===== src/rtl/pwm_dac.sv =====
// Two-channel PWM DAC: buffers sine/cosine samples and converts them to fixed-period PWM.
// Define COMPLEMENT_EN to add dead-time-separated complementary outputs pwm_sine_n/pwm_cos_n.
module pwm_dac #(
    parameter int unsigned WIDTH = 10,
    parameter int unsigned DEAD  = 4
) (
    input  logic             clock,
    input  logic             reset,
    input  logic             enable,
    input  logic             sample_valid,
    input  logic [WIDTH-1:0] sine_in,
    input  logic [WIDTH-1:0] cosine_in,
    input  logic             overrun_clear,
    output logic             pwm_sine,
    output logic             pwm_cos,
    output logic             period_start,
`ifdef COMPLEMENT_EN
    output logic             pwm_sine_n,
    output logic             pwm_cos_n,
`endif
    output logic             overrun
);

    localparam logic [WIDTH-1:0] CntMax = '1;
    localparam logic [WIDTH-1:0] MidDuty = {1'b1, {(WIDTH-1){1'b0}}};

    typedef enum logic [1:0] {StIdle, StRun, StStop} state_e;

    state_e           state_q, state_d;
    logic [WIDTH-1:0] cnt_q, cnt_d;
    logic [WIDTH-1:0] hold_s_q, hold_s_d, hold_c_q, hold_c_d;
    logic [WIDTH-1:0] act_s_q, act_s_d, act_c_q, act_c_d;
    logic             pending_q, pending_d;
    logic             overrun_q, overrun_d;
    logic [1:0]       raw_q, raw_d;
    logic             xfer;
    logic             running;

    always_comb begin
        state_d = state_q;
        cnt_d   = cnt_q;
        xfer    = 1'b0;
        case (state_q)
            StIdle: begin
                cnt_d = '0;
                if (enable) begin
                    state_d = StRun;
                    xfer    = pending_q;
                end
            end
            StRun: begin
                cnt_d = cnt_q + 1'b1;
                if (cnt_q == CntMax) xfer = pending_q;
                if (!enable) state_d = StStop;
            end
            StStop: begin
                cnt_d = cnt_q + 1'b1;
                // Finish the current period, then park without loading a new duty.
                if (cnt_q == CntMax) begin
                    state_d = StIdle;
                    cnt_d   = '0;
                end
            end
            default: begin
                state_d = StIdle;
                cnt_d   = '0;
            end
        endcase
    end

    always_comb begin
        running   = (state_q != StIdle);
        hold_s_d  = sample_valid ? {~sine_in[WIDTH-1], sine_in[WIDTH-2:0]} : hold_s_q;
        hold_c_d  = sample_valid ? {~cosine_in[WIDTH-1], cosine_in[WIDTH-2:0]} : hold_c_q;
        // A strobe on a transfer cycle keeps pending set for the newly captured sample.
        pending_d = sample_valid | (pending_q & ~xfer);
        act_s_d   = xfer ? hold_s_q : act_s_q;
        act_c_d   = xfer ? hold_c_q : act_c_q;
        overrun_d = overrun_clear ? 1'b0
                                  : (overrun_q | (sample_valid & pending_q & ~xfer));
        raw_d[0]  = running && (cnt_q < act_s_q);
        raw_d[1]  = running && (cnt_q < act_c_q);
    end

    always_ff @(posedge clock or posedge reset) begin
        if (reset) begin
            state_q   <= StIdle;
            cnt_q     <= '0;
            hold_s_q  <= MidDuty;
            hold_c_q  <= MidDuty;
            act_s_q   <= MidDuty;
            act_c_q   <= MidDuty;
            pending_q <= 1'b0;
            overrun_q <= 1'b0;
            raw_q     <= '0;
        end else begin
            state_q   <= state_d;
            cnt_q     <= cnt_d;
            hold_s_q  <= hold_s_d;
            hold_c_q  <= hold_c_d;
            act_s_q   <= act_s_d;
            act_c_q   <= act_c_d;
            pending_q <= pending_d;
            overrun_q <= overrun_d;
            raw_q     <= raw_d;
        end
    end

    assign period_start = (state_q == StRun) && (cnt_q == '0);
    assign overrun      = overrun_q;

`ifdef COMPLEMENT_EN
    localparam int unsigned AW = $clog2(DEAD + 2);
    localparam logic [AW-1:0] DeadV = AW'(DEAD);

    logic [AW-1:0] age_q [2];
    logic [AW-1:0] age_d [2];
    logic [1:0]    main_q, main_d, comp_q, comp_d;

    // age counts cycles since the raw compare last toggled, saturating at DEAD.
    always_comb begin
        for (int i = 0; i < 2; i++) begin
            if (raw_d[i] != raw_q[i]) begin
                age_d[i] = '0;
            end else if (age_q[i] == DeadV) begin
                age_d[i] = age_q[i];
            end else begin
                age_d[i] = age_q[i] + 1'b1;
            end
            main_d[i] = raw_d[i] && (age_d[i] == DeadV);
            comp_d[i] = !raw_d[i] && (age_d[i] == DeadV) && (state_d != StIdle);
        end
    end

    always_ff @(posedge clock or posedge reset) begin
        if (reset) begin
            age_q[0] <= DeadV;
            age_q[1] <= DeadV;
            main_q   <= '0;
            comp_q   <= '0;
        end else begin
            age_q[0] <= age_d[0];
            age_q[1] <= age_d[1];
            main_q   <= main_d;
            comp_q   <= comp_d;
        end
    end

    assign pwm_sine   = main_q[0];
    assign pwm_cos    = main_q[1];
    assign pwm_sine_n = comp_q[0];
    assign pwm_cos_n  = comp_q[1];
`else
    assign pwm_sine = raw_q[0];
    assign pwm_cos  = raw_q[1];
`endif

endmodule


===== config.mk =====
export PLATFORM = sky130hd
export DESIGN_NAME = pwm_dac
export DESIGN_NICKNAME = d
export VERILOG_FILES = /design/src/rtl/pwm_dac.sv
export SDC_FILE = /design/constraint.sdc
export NUM_CORES = 1
export LEC_CHECK = 0
export ABC_AREA = 1
export BUFFER_PORTS_ARGS = -buffer_cell sky130_fd_sc_hd__buf_2
export CORE_MARGIN = 3
export CORE_UTILIZATION = 60
export DETAILED_ROUTE_END_ITERATION = 10
export PLACE_DENSITY = 0.93
export REMOVE_ABC_BUFFERS = 1
export SYNTH_ARGS = -nofsm -noshare
export SYNTH_HDL_FRONTEND = slang
export SYNTH_SLANG_ARGS = --single-unit

===== constraint.sdc =====
create_clock -name clock -period 3.3 [get_ports clock]
set_input_delay 0.495 -clock clock [delete_from_list [all_inputs] [get_ports clock]]
set_output_delay 0.495 -clock clock [all_outputs]
set_load 0.03 [all_outputs]

Yosys cells after proc, flatten, opt, wreduce, memory -nomap -nowiden. Cells that the tools add are included. Widths: inputs -> output; s select.

$add $sub $neg: 1. Multipliers: 0. Divide/modulo/power cells: 0. Magnitude comparators: 2. Eq/ne operators: 6. Shifts and indexed selects: 0. Mux-type cells: 10. Bitwise gates (word level): 8. Reductions and logical operators: 7.

Operators by type and width (count): $lt 10x10->1 (2); $pmux 10 s2 (1); $add 10x1->10 const B (1); $eq 10x10->1 const B (1); $logic_not 10->1 (1); $mux 10 (1); $mux 2 (3); $ne 2x2->1 const B (3); $pmux 2 s3 (1); $and 1x1->1 (3); $logic_and 1x1->1 (3); $mux 1 (3); $not 1->1 (3); $reduce_and 3->1 (1); $eq 2x1->1 const B (1); $eq 2x2->1 const B (1); $logic_not 2->1 (1); $or 1x1->1 (2); $pmux 1 s2 (1); $reduce_bool 2->1 (1).

Register bits: 56. Bits in latches: 0. Bits in writable memories: 0. Memory bits (read-only): 0. Output and inout bits: 4. Memories: 0.

Logic depth before layout (Yosys ltp).
Depth after elaboration: 7. Mapped depth: 9. Depth with buffers taken out: 8.

Worst setup path after synthesis. No wires, ideal clock.

Path type: register to output. From: reg state_q[1]. To: out period_start. Data arrival time: 1644 ps. Data required time: 2805 ps. Slack: 1161 ps. Stages on the path, launching flop included: 5. Path through: dfrtp_1 -> inv_1 -> ha_1 -> nand4_1 -> nor4_1.

Word-level cells in the longest chain between the ends: 2.

Ends and longest elaborated chain: from (decl) (RTL line 29) `state_e state_q, state_d;`; from (signal assigned) (RTL line 87) `state_q <= StIdle;`; from (signal assigned) (RTL line 97) `state_q <= state_d;`; $eq 2x1->1 (RTL line 109) `assign period_start = (state_q == StRun) && (cnt_q == '0);`; $logic_and 1x1->1 (RTL line 109); to (decl) (RTL line 16) `output logic period_start,`.

No other way between the ends.

Worst setup path after layout.
From: reg cnt_q[1]. To: reg act_s_q[8].

Word-level cells in the longest chain between the ends: 3.

Ends and longest elaborated chain: from (decl) (RTL line 30) `logic [WIDTH-1:0] cnt_q, cnt_d;`; from (signal assigned) (RTL line 98) `cnt_q <= cnt_d;`; $eq 10x10->1 (RTL line 53) `if (cnt_q == CntMax) xfer = pending_q;`; $mux 1 (RTL line 53); $pmux 1 s2 (RTL line 43) `case (state_q)`; to (signal assigned) (RTL line 91) `act_s_q <= MidDuty;`; to (signal assigned) (RTL line 101) `act_s_q <= act_s_d;`; to (decl) (RTL line 32) `logic [WIDTH-1:0] act_s_q, act_s_d, act_c_q, act_c_d;`.

No other way between the ends. A chain may end at the register's enable or synchronous reset.

==> reports/results.tsv <==
metric	value	unit
status	finished clean	
ctsRootBufferMaster	clkbuf_8	
place_hpwl	3.872	mm
worstPathRequired	3.52	ns
synth_top_area_share	46.02	%
synth_edf_count	0	
syn_area_per_cell	8.492	µm²
final_antenna_net_count	0	
cts.sinks	56	
grt_setup_unrepaired	no	
ctsLongestPathBuffers	2	
worst-endpoint-arrival	2.45	ns
cts_setup_buffers	0	
clk_pin_slew	0.10	ns
wl_per_cell	13.27	µm
max_freq	0.4495	GHz
drt_first_pass_iters	4	
hold-worst-slack	0.3190	ns
ys_ff_latch	56	
holdCritPathClass	input port to flop	
powerDensity	683.4	mW/mm²
fin_skew	0.01017	ns
gp_congestion	0.9429	
rows	24	
antenna_cells	0	
pwr-share-clk	22.7	%
ys_warn_count	0	
setup_viol	0	
ys_types	24	
synth-compound-area-share	5.310	%
track_usage	21.94	%
synth_top_family_by_area	simple AND/OR/NAND/NOR gates	
grt_first_pass_wirelength	9.397	mm
start_kind	flop	
top_level_ports	29	
crit_path_max_fanout	22	
synth_xor_xnor_area_share	1.858	%
initialDrtViolationCount	131	
rrSetupSlack	1.08	ns
crit_type	flop to flop	
start_util	63.63	%
synth-main-ff-cell	dfrtp_1	
synth_area_leader_cell	dfrtp_1	
nNetsFinal	406	
clk_latency	0.31	ns
drt-vias-per-instance	5.350	
setup_tns	0	ns
gr-total-overflow	0	
tightest_slew	1.132	ns
synthTopCellsByArea	dfrtp_1 46%, nand2_1 16%, ha_1 10%	
drv_cap	0	
cts_made_buffers	5	
leakagePower	1.661	nW
worstHoldStart	overrun_clear	
reg2reg_depth	7	
finalMaxSlewViolations	0	
die_h	74.65	µm
wl	5.452	mm
ctsResizeCount	0	
p_switching	0.7637	mW
vias	2199	
period_share	67.41	%
grt_max_degree	57	
cts_tree	yes	
core	0.004444	mm²
end_kind	flop	
cts_hold_buf	0	
port_buffers	28	
drive_above_1_share	13.37	%
grt_antenna_before_repair	0	
synth_adder_area_share	10.18	%
hold-path-endpoint	overrun	
reg2reg_from	cnt_q[1]	
ys_seq_area_share	49.73	%
synth_mux_area_share	0	%
swShare	36.07	%
p_seq_share	45.6	%
ys_async_sr_fraction	100.0	%
die_w	74.65	µm
synth_area	0.002828	mm²
internal_power	1.353	mW
hold-path-cell-count	2	
netlist_instances	333	
hold_violations	0	
htreeDepth	2	
grt_pass1_vias	2196	
yosys.area_share.simple	26.11	%
reg2reg_to	act_s_q[8]	
areaGrowthSynthToFinish	9.557	%
min_period	2.225	ns
slew_headroom	24.43	%
p_comb_share	31.7	%
remaining_drc_errors	0	
dieArea	0.005573	mm²
fin_util	69.71	%
ir_drop	0.0004072	V
cell usage after synthesis (3+ instances only):
cell,instances
buf_2,4
nor3_1,4
xor2_1,6
a21oi_1,11
nand3_1,27
o21ai_0,10
dfrtp_1,52
inv_1,34
clkbuf_1,4
nand2_2,3
nor2_1,18
dfstp_2,4
nand2_1,118
ha_1,23
metrics by stage:
| stage | instances | total power, mW | setup slack, ns | area, µm² |
|---|---|---|---|---|
| 2_1_floorplan | 323 | 1.442 | 1.161 | 2766 |
| 3_3_place_gp | 403 | 1.582 | 1.224 | 2972 |
| 4_1_cts | 411 | 2.130 | 1.051 | 3098 |
| 6_report | 411 | 2.117 | 1.075 | 3098 |
| 3_5_place_dp | 403 | 1.640 | 1.094 | 2972 |
| 5_1_grt | 411 | 2.284 | 0.8316 | 3098 |
per-layer routing:
metal / global-route usage, % / vias to the layer above / share of wire, % / routed length [µm]
met1: 27.48 / 1033 / 44 / 2406
met3: 4.940 / 15 / 3.8 / 206
met5: 0 / - / 0 / 0
met2: 37.37 / 50 / 50 / 2714
met4: 8.103 / 0 / 2.3 / 125
li1: - / 1101 / - / -
cell type report:
class / count / area [µm²]
fill: 348 / 1346
clock inverter: 1 / 30.03
multi-input combinational: 232 / 1229
tap: 52 / 65.06
clock buffer: 7 / 96.34
sequential: 56 / 1406
timing repair buffer: 28 / 140.1
inverter: 35 / 131.4
registers in the layout, indices dropped and copies added, names as in the netlist:
signal,count
hold_c_q,10
cnt_q,10
hold_s_q,10
overrun,1
state_q,2
act_s_q,10
act_c_q,10
raw_q,2
pending_q,1
worst max-delay path: stages (launching register included):
cell     delay [ns]
dfrtp_1        0.44
ha_1           0.20
nand2_1        0.10
nor2_4         0.17
nand4_2        0.14
nand2_2        0.31
nand2_1        0.47
o21ai_0        0.30
kinds of logic after synthesis:
kind of cell / Yosys count
adders and majority gates: 23
AOI/OAI and AO/OA: 27
and+or+nand+nor: 176
xor gates and xnor gates: 6
DFF: 56
buffers and inverters: 45
power groups by stage:
stage / registers [mW] / clock network (mW) / logic (mW)
after CTS: 0.964 / 0.487 / 0.679
final: 0.966 / 0.480 / 0.672
after global placement: 0.967 / 0 / 0.615
after floorplan: 0.976 / 0 / 0.466
after global routing: 0.986 / 0.512 / 0.787
after detailed placement: 0.975 / 0 / 0.665
cells in the final DEF (no fill, tap or decap), drive strengths merged:
cell type and instances:
xor2 6, nand4 3, nor2 20, o21a 2
inv 35, dfstp 4, nor3 4, ha 23
a21boi 2, clkbuf 7, buf 28, a21oi 11
nand2 121, dfrtp 52, nand3 27, o21ai 10
nor4 1, o211ai 2, bufinv 1
worst max-delay path by stage:
stage                     depth (start not counted)            to  slack (ns)       start
final                                             7    act_s_q[8]        1.08    cnt_q[1]
after global placement                            8    act_s_q[8]        1.22    cnt_q[1]
after detailed placement                          7    act_s_q[8]        1.09    cnt_q[1]
after floorplan                                   4  period_start        1.16  state_q[1]
after global routing                              8    act_s_q[8]        0.83    cnt_q[1]
after CTS                                         7    act_s_q[8]        1.05    cnt_q[1]
No activity file was read; power rests on OpenSTA's default activity.
